File: config.mk
export PLATFORM = sky130hd
export DESIGN_NAME = ll8_to_fifo36
export DESIGN_NICKNAME = d
export VERILOG_FILES = /design/src/rtl/ll8_to_fifo36.sv
export SDC_FILE = /design/constraint.sdc
export NUM_CORES = 1
export LEC_CHECK = 0
export ABC_AREA = 1
export CORE_UTILIZATION = 40
export DETAILED_ROUTE_END_ITERATION = 7
export GPL_TIMING_DRIVEN = 1
export PLACE_DENSITY_LB_ADDON = 0.25
export SLEW_MARGIN = 15
export SYNTH_ARGS = -nofsm -noshare
export SYNTH_HDL_FRONTEND = slang
export SYNTH_SLANG_ARGS = --single-unit
File: constraint.sdc
create_clock -name clk -period 1.7 [get_ports clk]
set_clock_uncertainty 0.1 [all_clocks]
set_input_delay 0.34 -clock clk [delete_from_list [all_inputs] [get_ports clk]]
set_output_delay 0.34 -clock clk [all_outputs]
set_load 0.02 [all_outputs]
File: src/rtl/ll8_to_fifo36.sv
// ll8_to_fifo36 -- packs an 8-bit active-low LocalLink byte stream into
// 36-bit FIFO words for the RX FIFO. The word format matches the
// 36-to-LL8 TX serializer:
//   [35:34] occ (01/10/11 = 1/2/3 valid bytes, 00 = 4), [33] eof, [32] sof,
//   [31:0] bytes, first byte in [31:24].
// Accepts one byte per clock, with no bubble at word boundaries.
//
// Ports:
//   clk, reset (async, active high), clear (sync flush, also clears error)
//   ll_data, ll_sof_n, ll_eof_n, ll_src_rdy_n, ll_dst_rdy_n : LocalLink in
//   f36_data, f36_src_rdy_o, f36_dst_rdy_i                  : FIFO out
//   error : sticky framing error (tied 0 unless LL8_TO_FIFO36_ERRCHK_EN)
//   debug : current state encoding
//
// Build option: define LL8_TO_FIFO36_ERRCHK_EN to enable in-frame tracking.
// A SOF seen mid-frame closes the current word as a frame end. A byte seen
// outside a frame is discarded. Both cases raise error.
//
// state | meaning
// ------+--------------------------------------------
// XB0   | next byte goes to lane 0 (starts a new word)
// XB1   | next byte goes to lane 1
// XB2   | next byte goes to lane 2
// XB3   | next byte goes to lane 3
// WORD  | complete word held, f36_src_rdy_o asserted
`timescale 1ns/1ps

module ll8_to_fifo36 (
  input  logic        clk,
  input  logic        reset,
  input  logic        clear,
  input  logic [7:0]  ll_data,
  input  logic        ll_sof_n,
  input  logic        ll_eof_n,
  input  logic        ll_src_rdy_n,
  output logic        ll_dst_rdy_n,
  output logic [35:0] f36_data,
  output logic        f36_src_rdy_o,
  input  logic        f36_dst_rdy_i,
  output logic        error,
  output logic [2:0]  debug
);

  typedef enum logic [2:0] {
    XB0  = 3'd0,
    XB1  = 3'd1,
    XB2  = 3'd2,
    XB3  = 3'd3,
    WORD = 3'd4
  } state_t;

  state_t      state, state_nxt;
  logic [35:0] word_nxt;
  logic        ll_sof, ll_eof, ll_src_rdy, ll_dst_rdy;
  logic        take, drain;
  logic [1:0]  lane;
  logic        ld_en, ld_sof, ld_eof;
  logic [7:0]  ld_data;

`ifdef LL8_TO_FIFO36_ERRCHK_EN
  logic       error_q, error_nxt;
  logic       in_frame, in_frame_nxt;
  // Byte that started a new frame while the previous one was being closed.
  // It waits here until the closing word drains.
  logic       pend_valid, pend_valid_nxt;
  logic       pend_eof, pend_eof_nxt;
  logic [7:0] pend_data, pend_data_nxt;
`endif

  assign ll_sof     = ~ll_sof_n;
  assign ll_eof     = ~ll_eof_n;
  assign ll_src_rdy = ~ll_src_rdy_n;
  assign take       = ll_src_rdy & ll_dst_rdy;
  assign drain      = f36_src_rdy_o & f36_dst_rdy_i;

  // State register
  always_ff @(posedge clk or posedge reset) begin
    if (reset) begin
      state    <= XB0;
      f36_data <= '0;
`ifdef LL8_TO_FIFO36_ERRCHK_EN
      error_q    <= 1'b0;
      in_frame   <= 1'b0;
      pend_valid <= 1'b0;
      pend_eof   <= 1'b0;
      pend_data  <= '0;
`endif
    end else if (clear) begin
      state    <= XB0;
      f36_data <= '0;
`ifdef LL8_TO_FIFO36_ERRCHK_EN
      error_q    <= 1'b0;
      in_frame   <= 1'b0;
      pend_valid <= 1'b0;
      pend_eof   <= 1'b0;
      pend_data  <= '0;
`endif
    end else begin
      state    <= state_nxt;
      f36_data <= word_nxt;
`ifdef LL8_TO_FIFO36_ERRCHK_EN
      error_q    <= error_nxt;
      in_frame   <= in_frame_nxt;
      pend_valid <= pend_valid_nxt;
      pend_eof   <= pend_eof_nxt;
      pend_data  <= pend_data_nxt;
`endif
    end
  end

  // Next-state and next-word logic
  always_comb begin
    state_nxt = state;
    word_nxt  = f36_data;
    // A take in WORD only happens alongside a drain, so it fills lane 0.
    lane      = (state == WORD) ? 2'd0 : state[1:0];
    ld_en     = take;
    ld_data   = ll_data;
    ld_sof    = ll_sof;
    ld_eof    = ll_eof;
`ifdef LL8_TO_FIFO36_ERRCHK_EN
    error_nxt      = error_q;
    in_frame_nxt   = in_frame;
    pend_valid_nxt = pend_valid;
    pend_eof_nxt   = pend_eof;
    pend_data_nxt  = pend_data;
`endif

    if (drain) state_nxt = XB0;

`ifdef LL8_TO_FIFO36_ERRCHK_EN
    if (drain && pend_valid) begin
      ld_en          = 1'b1;
      ld_data        = pend_data;
      ld_sof         = 1'b1;
      ld_eof         = pend_eof;
      pend_valid_nxt = 1'b0;
    end else if (take && !ll_sof && !in_frame) begin
      ld_en     = 1'b0;
      error_nxt = 1'b1;
    end else if (take && ll_sof && in_frame) begin
      // Close the open word as a frame end. occ is the byte count so far,
      // so an empty lane-0 word closes with occ=00 and zero data.
      ld_en          = 1'b0;
      error_nxt      = 1'b1;
      pend_valid_nxt = 1'b1;
      pend_data_nxt  = ll_data;
      pend_eof_nxt   = ll_eof;
      in_frame_nxt   = ~ll_eof;
      if (lane == 2'd0) word_nxt[32:0] = '0;
      word_nxt[35:34] = lane;
      word_nxt[33]    = 1'b1;
      state_nxt       = WORD;
    end else if (take) begin
      if (ll_sof) in_frame_nxt = 1'b1;
      if (ll_eof) in_frame_nxt = 1'b0;
    end
`endif

    if (ld_en) begin
      case (lane)
        2'd0: word_nxt = {2'b00, 1'b0, ld_sof, ld_data, 24'h0};
        2'd1: word_nxt[23:16] = ld_data;
        2'd2: word_nxt[15:8]  = ld_data;
        2'd3: word_nxt[7:0]   = ld_data;
        default: word_nxt = f36_data;
      endcase
      if (ld_eof) begin
        state_nxt       = WORD;
        word_nxt[33]    = 1'b1;
        word_nxt[35:34] = lane + 2'd1;  // 4 bytes wraps to 00
      end else if (lane == 2'd3) begin
        state_nxt = WORD;
      end else begin
        state_nxt = state_t'({1'b0, lane + 2'd1});
      end
    end
  end

  // Outputs
  always_comb begin
    f36_src_rdy_o = (state == WORD);
    ll_dst_rdy    = (state != WORD) | f36_dst_rdy_i;
`ifdef LL8_TO_FIFO36_ERRCHK_EN
    if (pend_valid) ll_dst_rdy = 1'b0;
    error = error_q;
`else
    error = 1'b0;
`endif
    ll_dst_rdy_n = ~ll_dst_rdy;
    debug        = state;
  end

endmodule

Word level (Yosys, flattened, before mapping). Cells that the tools add are included.

Output and inout bits: 42. Input port bits: 15. Logic and storage cells: 44. Bits in registers: 39.

$add $sub $neg: 1. Mux-type cells: 13. Reduce and logical (&&, ||, !) cells: 12. Equality and inequality tests: 6. Bitwise gates (word level): 6.

Operator list (number): $mux 36 (2); $pmux 8 s2 (3); $mux 3 (6); $mux 12 (1); $reduce_bool 3->1 (4); $reduce_and 2->1 (5); $eq 2x2->1 const B (2); $reduce_bool 2->1 (2); $eq 3x3->1 const B (1); $ne 3x2->1 const B (1); $ne 3x3->1 const B (1); $not 1->1 (3); $add 2x1->2 const B (1); $and 1x1->1 (2); $eq 2x1->1 const B (1); $logic_not 2->1 (1); $mux 2 (1); $or 1x1->1 (1).

Depth between registers and ports, before layout. Gate-level depths: netlist (run 1).

Depth after elaboration: 7. Mapped depth: 8. Depth with buffers taken out: 7.

Worst setup path before layout (run 1). No wires, ideal clock.

Kind: register to register. Start point: register state[0], in the netlist debug[0]. End point: register f36_data[0]. Setup slack: -10 ps. Period minus slack after synthesis: 1710 ps. Stages on the path, launching flop included: 8. Data arrival time: 1493 ps. Buffers on the path: 1. Cell sequence: dfrtp_1 clkbuf_1 ha_1 clkinv_1 nand2_1 nand2_2 nand2_1 nand2_1.

Word-level cells in the longest chain between the ends: 6.

RTL lines: from (decl) (RTL line 52) `state_t state, state_nxt;`; from (signal assigned) (RTL line 99) `state <= state_nxt;`; $eq 3x3->1 (RTL line 116) `lane = (state == WORD) ? 2'd0 : state[1:0];`; $mux 2 (RTL line 116); $eq 2x2->1 / $logic_not 2->1 (equally long branches) (RTL line 161) `case (lane)`; $pmux 8 s2 (RTL line 161); $mux 36 (RTL line 160) `if (ld_en) begin`; $mux 36 (RTL line 88) `end else if (clear) begin`; to (signal assigned) (RTL line 100) `f36_data <= word_nxt;`; to (decl) (RTL line 37) `output logic [35:0] f36_data,`.

Several ways; a longest one is shown, not always the timed one. The select of a mux whose other input is x is not followed. A chain may end at the register's enable or synchronous reset.

Worst setup path in the final report (run 1).
Start point: register state[1], in the netlist debug[1]. End point: register f36_data[14].

Same word-level chain as after synthesis.

==> results of run 1 <==
## metal layers
metal / track usage [%] / up-vias
met3: 3.846 / 7
met2: 29.59 / 57
met4: 8.667 / 0
met1: 25.28 / 785
li1: - / 883
met5: 0 / -
## worst register-to-register path, delay by kind of cell, from the launching register on
family / cells / cell delay, ns
adder cells (fa/ha/maj): 1 / 0.22
flip-flops: 1 / 0.41
AND/OR/NAND/NOR: 5 / 0.63
buffers and inverters: 2 / 0.21
## cell type report
cell class	instances	share of cell area, %
multi-input cells	168	28.93
repair buffers	74	27.19
clock inverters	1	0.1828
flip-flops and latches	39	35.69
inverters	20	2.834
clock buffers	7	2.788
well taps	52	2.377
## power breakdown
| group | internal [mW] | leakage, nW | switching (mW) |
|---|---|---|---|
| Sequential | 0.962 | 0.531 | 0.0220 |
| Clock | 0.288 | 0.0422 | 0.314 |
| Combinational | 0.142 | 1.31 | 0.211 |
| Total | 1.39 | 1.89 | 0.548 |
## flip-flops by register name (all words and copies together), names as in the netlist
signal / cells
f36_data: 36
debug: 3
## metrics by stage
stage          cells  power [mW]  hold WS [ns]  TNS, ns  util (%)
6_report         361       1.940        0.2987        0     61.60
3_5_place_dp     353       1.371        0.3581   -5.307     58.28
5_1_grt          361       2.035        0.3312  -0.5717     61.60
3_3_place_gp     353       1.369        0.3542   -4.711     58.28
4_1_cts          361       1.957        0.3075        0     59.91
2_1_floorplan    237       1.201        0.3816        0         -
## worst paths after layout
| kind | from | end | slack, ns | depth (start not counted) |
|---|---|---|---|---|
| worst max-delay path | debug[1] | f36_data[14] | 0.06 | 8 |
| worst min-delay path | reset | f36_data[6] | 0.30 | 3 |
| worst max register to register | debug[1] | f36_data[14] | 0.06 | 8 |
| worst min register to register | f36_data[8] | f36_data[8] | 0.37 | 2 |
| max in group asynchronous | reset | debug[0] | 1.01 | 3 |
| min in group clk | f36_data[8] | f36_data[8] | 0.37 | 2 |
## what timing repair did
action,in CTS,in global routing
resized for setup,21,34
hold endpoints to repair,0,0
hold buffers,0,0
endpoints found under the setup margin,31,55
## logic make-up after synthesis
group / after synthesis / share of synthesized area, %
fa+ha+maj: 4 / 2.649
simple gates: 152 / 34.83
buf+inv: 30 / 7.748
other cells: 1 / 0.1985
compound gates: 11 / 2.914
flops: 39 / 51.66
## layout by cell type (no fill, tap or decap), drive strengths merged
| master | Yosys | routed |
|---|---|---|
| nand2 | 88 | 88 |
| a21oi | 1 | 1 |
| o21ai | 10 | 10 |
| inv | 18 | 18 |
| buf | 7 | 21 |
| clkdlybuf4s50 | 0 | 14 |
| clkbuf | 3 | 7 |
| conb | 1 | 1 |
| dfrtp | 39 | 39 |
| clkinv | 2 | 3 |
| ha | 4 | 4 |
| nand4 | 1 | 1 |
| nor2 | 23 | 23 |
| nor3 | 1 | 1 |
| dlymetal6s2s | 0 | 26 |
| nand3 | 39 | 39 |
| dlygate4sd2 | 0 | 13 |
==> flow_summary.ini, run 1 <==
[status]
status = finished, violations left
violations = design-rule violations

[setup_path]
crit_required_ns = 1.83
critPathMaxFanout = 9
cp-start-kind = register
cp-end-kind = register
cpMostUsedCell = nand2_1
crit_family = simple AND/OR/NAND/NOR gates
crit_type = register to register
cp.arrival_ns = 1.77
crit_chain = inv_1 > buf_4 > ha_1 > nor2_4 > nand2_4 > nand2_2 > nand2_1 > nand2_1
path_buf_inv = 2
crit_path_top_delay_cell = dfrtp_1
max_stage_delay_ns = 0.41

[routing]
dr.pass1.iters = 6
wirelength_um = 4436
ant_nets = 0
drc_errors = 6
drt-met1-wl_um = 2017
top_layer_used = met4
wl_met2_um = 2096
drtIter0Drc = 115
wl_per_cell_um = 12.29
via_per_inst = 4.798
num_vias = 1732
wl_met3_um = 242

[yosys]
netlist_top_cells_count = nand2_1, dfrtp_1, nand3_1
synth-edff-count = 0
yosysWarnings = 0
yosysUniqueCellTypes = 23
ys_seq_area_share_pct = 51.66
ys_top_cells_by_area = dfrtp_1, nand2_1, nand3_1
avgSynthCellArea_sq_um = 7.972
yosys.area.top_type_share_pct = 51.66
yosysMostFrequentCell = nand2_1
synth_nets = 256
synth_area_sq_um = 1889
syn_inst = 237
synth-seq-cells = 39
ys.flop_type = dfrtp_1
yosysTopAreaCell = dfrtp_1
async_reset_ff_share_pct = 100.0

[grt]
grt-ovfl-total = 0
grt_start_max_net_pins = 40
grt_pass1_vias = 1562
antenna_found_initial = 0
grtUsageTotal_pct = 18.86
grt_first_pass_wirelength_um = 7279

[sta]
fmax_mhz = 611.4
slew_violations = 0
setup-violations-final = 0
hold_viol = 0
rsz0062_at_grt = true
fin_crit_sh_pct = 96.21
finalWorstSetupSlack_ns = 0.06443
period_needed_ns = 1.636

[power]
p_per_area_nw_per_um2 = 708.7
power_leakage_nw = 1.888
irDropWorstVdd_uv = 416.1

[die]
die_x_um = 70.73
die_y_um = 70.73
rows = 24
die-area_sq_um = 5002
num_io_pins = 57
initial_core_util_pct = 42.51
core_region_area_sq_um = 4444

[clock_network]
postCtsSetupBuffers = 0
htree_num_levels = 2
clkSlewWorstSetupHoldPaths_ns = 0.07
clk_path_buf_depth = 2
root_buffer = clkbuf_8
cts_tree = built
clock_sinks = 39
numCtsBuffers = 5
clock_latency_ns = 0.29

[finish]
final_layout_size_suffix_gt1_share_pct = 13.59
nets = 327
fillers = 424
seq_area_sq_um = 977.2
multi_input_area_sq_um = 792.0
antenna_cells = 0
stdcell_area_sq_um = 2738
area_delta_synth_final_pct = 44.90

[worst_hold_path]
hold_path_class = primary input to async pin

[job]
cap_violations = 0

[placed_design]
dpl_cell_area_sq_um = 2590
port_buffers = 55
dp_hpwl_um = 3247
place_ws_ns = -0.3031
routabilityCongestion = 0.8633
No activity file was read; power rests on OpenSTA's default activity.
==> inputs of run 2 (changes only) <==
Settings changed: REMOVE_ABC_BUFFERS set to 1.
==> run 2 against run 1 <==
Against the previous run:
- the flow still finishes with violations (design-rule violations)
- power rose by 0.26%
- clock power fell by 2%
- combinational power rose by 4%
- flip-flop and latch count did not move
- wire length rose by 0.95%
- sequential share of layout area fell by 0.69 points
- count of clock-buffer cells in the layout did not move
- register-to-register slack improved by 0.05 ns
- cell count rose by 0.83%
- via count rose by 0.64%
- global-route usage rose by 0.42 points
==> flow_summary.ini, run 2 (synthesis gave the netlist of run 1 again) <==
[power]
p_sw_uw = 543.6
p_int_mw = 1.401
irDropWorstVdd_uv = 456.4
seqPwrFrac_pct = 50.6
power_leakage_nw = 1.937
finalPower_mw = 1.945
sw_frac_of_total_pct = 27.95
power_frac_comb_pct = 19.0
p_clk_share_pct = 30.4
p_per_area_nw_per_um2 = 697.7

[grt]
antenna_found_initial = 0
grtUsageTotal_pct = 19.28
grt_start_max_net_pins = 40
grt_first_pass_wirelength_um = 7624
grt-ovfl-total = 0
grt_pass1_vias = 1659

[routing]
wl_per_cell_um = 12.30
via_per_inst = 4.788
drtIter0Drc = 117
ant_nets = 0
dr.pass1.iters = 6
num_vias = 1743
wirelength_um = 4478
drc_errors = 8

[setup_path]
crit_required_ns = 1.26
cp-end-kind = output port
reg2reg_slack_ns = 0.11
crit_start = debug[1]
critPathMaxFanout = 4
cp.arrival_ns = 1.17
worstRegToRegCells = 8
crit_type = register to output port
r2r_start = debug[1]
crit_end = f36_src_rdy_o
r2r-end = f36_data[4]
cp-start-kind = register

[sta]
hold_ws_ns = 0.3061
rsz0062_at_grt = true
period_needed_ns = 1.609
fin_crit_sh_pct = 94.65
setup-violations-final = 0
hold_viol = 0
fmax_mhz = 621.5
slew_violations = 0

[clock_network]
root_buffer = clkbuf_8
clock_latency_ns = 0.29
clk_path_buf_depth = 2
clkSlewWorstSetupHoldPaths_ns = 0.07
postCtsSetupBuffers = 0
numCtsBuffers = 5
cts_tree = built
htree_num_levels = 2
postCtsHoldBufs = 0
clock_sinks = 39

[finish]
top_register = f36_data
final_layout_size_suffix_gt1_share_pct = 14.10
layout_commonest_cell = nand2_1
area_delta_synth_final_pct = 47.55
antenna_cells = 0
fillers = 401
nets = 330
final_cell_mix = nand2_1, dfrtp_1, nand3_1, dlymetal6s2s_1, nor2_1
largest_register_ffs = 36

[placed_design]
port_buffers = 55
routabilityCongestion = 0.8334
dp_hpwl_um = 3290

[die]
core_region_area_sq_um = 4444
rows = 24
die_y_um = 70.73
die-area_sq_um = 5002
die_x_um = 70.73
initial_core_util_pct = 42.51
num_io_pins = 57

[status]
violations = design-rule violations
status = finished, violations left

[job]
cap_violations = 0

[worst_hold_path]
hold_path_class = primary input to async pin
==> run 2: cell count changes in the layout (fill, tap and decap cells not counted), sizes merged <==
cell,change
dlygate4sd2,-2
buf,+3
dlymetal6s2s,+2
==> run 2: worst min path at each step <==
stage	from	end	slack [ns]	cells after the start
6_report	reset	f36_data[35]	0.31	3
5_1_grt	reset	f36_data[35]	0.33	3
4_1_cts	reset	f36_data[35]	0.32	3
3_5_place_dp	f36_data[24]	f36_data[24]	0.36	2
3_3_place_gp	f36_data[7]	f36_data[7]	0.35	2
2_1_floorplan	ll_eof_n	debug[0]	0.39	2
==> run 2: layout make-up <==
cell class | instances | area [sq um] | share of cell area (%)
Inverter | 20 | 77.57 | 2.783
Multi-Input combinational cell | 168 | 800.8 | 28.73
Clock buffer | 7 | 76.32 | 2.738
Sequential cell | 39 | 975.9 | 35.01
Tap cell | 52 | 65.06 | 2.334
Clock inverter | 1 | 5.005 | 0.1795
Timing Repair Buffer | 77 | 787.0 | 28.23
==> run 2: power by group through the flow <==
stage | logic [mW] | registers [mW] | clock network (mW)
global route | 0.403 | 0.987 | 0.646
finish | 0.369 | 0.984 | 0.592
CTS | 0.365 | 0.985 | 0.608
detailed placement | 0.379 | 1.00 | 0
global placement | 0.375 | 1.00 | 0
floorplan | 0.137 | 1.05 | 0
==> run 2: worst max-delay path, stage by stage, from the launching register on <==
cell and delay, ns:
dfrtp_1 0.42, inv_1 0.10, nand2_1 0.05, nor2_1 0.12, buf_2 0.18
==> run 2: stage by stage <==
| step | instances | setup TNS, ns | setup slack, ns | utilization [%] | instance area [sq um] |
|---|---|---|---|---|---|
| finish | 364 | 0 | 0.09089 | 62.73 | 2788 |
| global placement | 356 | -5.027 | -0.2854 | 59.04 | 2624 |
| global route | 364 | -0.04317 | -0.01484 | 62.73 | 2788 |
| floorplan | 227 | 0 | 0.03660 | - | 1818 |
| detailed placement | 356 | -5.664 | -0.2942 | 59.04 | 2624 |
| CTS | 364 | -0.8492 | -0.07357 | 60.59 | 2693 |
==> run 2: metal layers <==
| layer | track usage (%) | wire [um] |
|---|---|---|
| met1 | 27.10 | 2169 |
| met2 | 30.24 | 2062 |
| met3 | 3.561 | 195 |
| met4 | 6.444 | 50 |
| met5 | 0 | 0 |
==> run 2: what timing repair did <==
item | in CTS | in global routing
gates resized for setup | 16 | 40
endpoints found under the setup margin | 29 | 56
hold endpoints to repair | 0 | 0
pin swaps | 0 | 0
==> inputs of run 3 (changes only) <==
Settings changed: SETUP_SLACK_MARGIN set to 0.3.
==> run 3 against run 2 <==
Against the previous run:
- the run still ends with design-rule violations left
- flip-flop and latch count unchanged
- via count grew 14%
- largest power group unchanged
- largest cell class is now multi-input combinational cells
- sequential share of layout area shrank 5.5 points
- count of clock-buffer cells in the layout is the same
- clock power grew 0.7%
- maximum frequency grew 2.4%
- power grew 8.2%
- worst hold slack worse by 0.0036 ns
==> flow_summary.ini, run 3 (synthesis gave the netlist of run 1 again) <==
[finish]
final_cell_mix = nand2_1, dfrtp_1, nand2_2, nand3_1
seq_area_sq_um = 977.2
largest_register_ffs = 36
top_register = f36_data
nets = 352
antenna_cells = 0
layout.cells.non_filler = 386
fillers = 315
multi_input_area_sq_um = 1256
stdcell_area_sq_um = 3309
area_delta_synth_final_pct = 75.17
layout_commonest_cell = nand2_1
final_layout_size_suffix_gt1_share_pct = 53.29

[placed_design]
dpl_cell_area_sq_um = 2624
placed_cells = 356
routabilityCongestion = 0.8334
dp_hpwl_um = 3290
port_buffers = 55

[power]
finalPower_mw = 2.105
sw_frac_of_total_pct = 30.73
seqPwrFrac_pct = 47.0
p_int_mw = 1.458
p_clk_share_pct = 28.3
p_sw_uw = 647.0
p_per_area_nw_per_um2 = 636.1
irDropWorstVdd_uv = 422.2
power_leakage_nw = 1.705
power_frac_comb_pct = 24.6

[routing]
wirelength_um = 5976
dr.pass1.iters = 7
via_per_inst = 5.166
wl_per_cell_um = 15.48
ant_nets = 0
num_vias = 1994
drc_errors = 8
drtIter0Drc = 208

[setup_path]
worstRegToRegCells = 10
cp-end-kind = register
reg2reg_slack_ns = 0.13
path_buf_inv = 4
critPathMaxFanout = 4
crit_path_top_delay_cell = dfrtp_1
r2r-end = f36_data[35]
crit_family = buffers and inverters
crit_type = register to register
crit_chain = inv_2 > buf_6 > ha_4 > nor2_4 > buf_6 > buf_6 > nand2_4 > nand2_4 > nand2_2 > nand2_2
cp.arrival_ns = 1.71
r2r_start = debug[1]
cp.depth = 10
crit_end = f36_data[35]
cp-start-kind = register
cpMostUsedCell = buf_6
max_stage_delay_ns = 0.44
crit_required_ns = 1.84
crit_start = debug[1]

[clock_network]
clock_latency_ns = 0.29
htree_num_levels = 2
cts_tree = built
clk_path_buf_depth = 2
numCtsBuffers = 5
clock_sinks = 39
clkSlewWorstSetupHoldPaths_ns = 0.07
root_buffer = clkbuf_8

[job]
cap_violations = 0

[die]
die_x_um = 70.73
rows = 24
die_y_um = 70.73
num_io_pins = 57
die-area_sq_um = 5002
initial_core_util_pct = 42.51
core_region_area_sq_um = 4444

[grt]
grtUsageTotal_pct = 24.46
grt_start_max_net_pins = 40
grt-ovfl-total = 0
grt_first_pass_wirelength_um = 9549
grt_pass1_vias = 1941
antenna_found_initial = 0

[sta]
hold_viol = 0
rsz0062_at_grt = true
period_needed_ns = 1.572
fmax_mhz = 636.2
hold_ws_ns = 0.3025
slew_violations = 0
fin_crit_sh_pct = 92.46
setup-violations-final = 0
finalSetupTns_ns = 0

[worst_hold_path]
hold_path_class = primary input to async pin

[status]
status = finished, violations left
violations = design-rule violations
-- run 3: timing repair --
item                       4_1_cts  5_1_grt
setup endpoints to repair       80       63
cloned                           7        1
pin swaps                       16       20
gates resized for setup        231       57
hold buffers                     0        0
buffers inserted                 7        7
-- run 3: power by group through the flow --
stage               clock network (mW)  logic [mW]  registers (mW)
CTS                              0.608       0.492           0.989
floorplan                            0       0.137            1.05
global route                     0.647       0.550           0.993
global placement                     0       0.375            1.00
detailed placement                   0       0.379            1.00
finish                           0.596       0.519           0.990
-- run 3: metal layers --
layer	track usage, %	wire [um]	part of all wire, %	up-vias
met1	32.13	2496	42	965
met5	0	0	0	-
li1	-	-	-	945
met4	7.556	97	1.6	0
met2	41.88	3117	52	70
met3	3.704	265	4.4	14
-- run 3: worst reg2reg max path, stage by stage (launching register included) --
cell	delay, ns
dfrtp_1	0.44
inv_2	0.08
buf_6	0.13
ha_4	0.15
nor2_4	0.12
buf_6	0.14
buf_6	0.10
nand2_4	0.06
nand2_4	0.09
nand2_2	0.05
nand2_2	0.06
-- run 3: cell type report --
cell class,count,share of cell area [%]
repair buffers,92,24.95
inverters,20,2.949
clock buffers,7,2.306
repair inverters,1,0.1890
multi-input cells,174,37.96
clock inverters,1,0.1512
flip-flops and latches,39,29.53
well taps,52,1.966
-- run 3: through the flow --
step | setup slack [ns] | utilization, %
after floorplan | 0.03660 | -
after CTS | 0.1366 | 73.09
final | 0.1281 | 74.47
after global routing | 0.05003 | 74.47
after detailed placement | -0.2942 | 59.04
after global placement | -0.2854 | 59.04
-- run 3: worst min-delay path by stage --
stage | to | slack, ns | cells past startpoint
2_1_floorplan | debug[0] | 0.39 | 2
3_3_place_gp | f36_data[7] | 0.35 | 2
3_5_place_dp | f36_data[24] | 0.36 | 2
4_1_cts | f36_data[35] | 0.32 | 3
5_1_grt | f36_data[35] | 0.32 | 3
6_report | f36_data[35] | 0.30 | 3
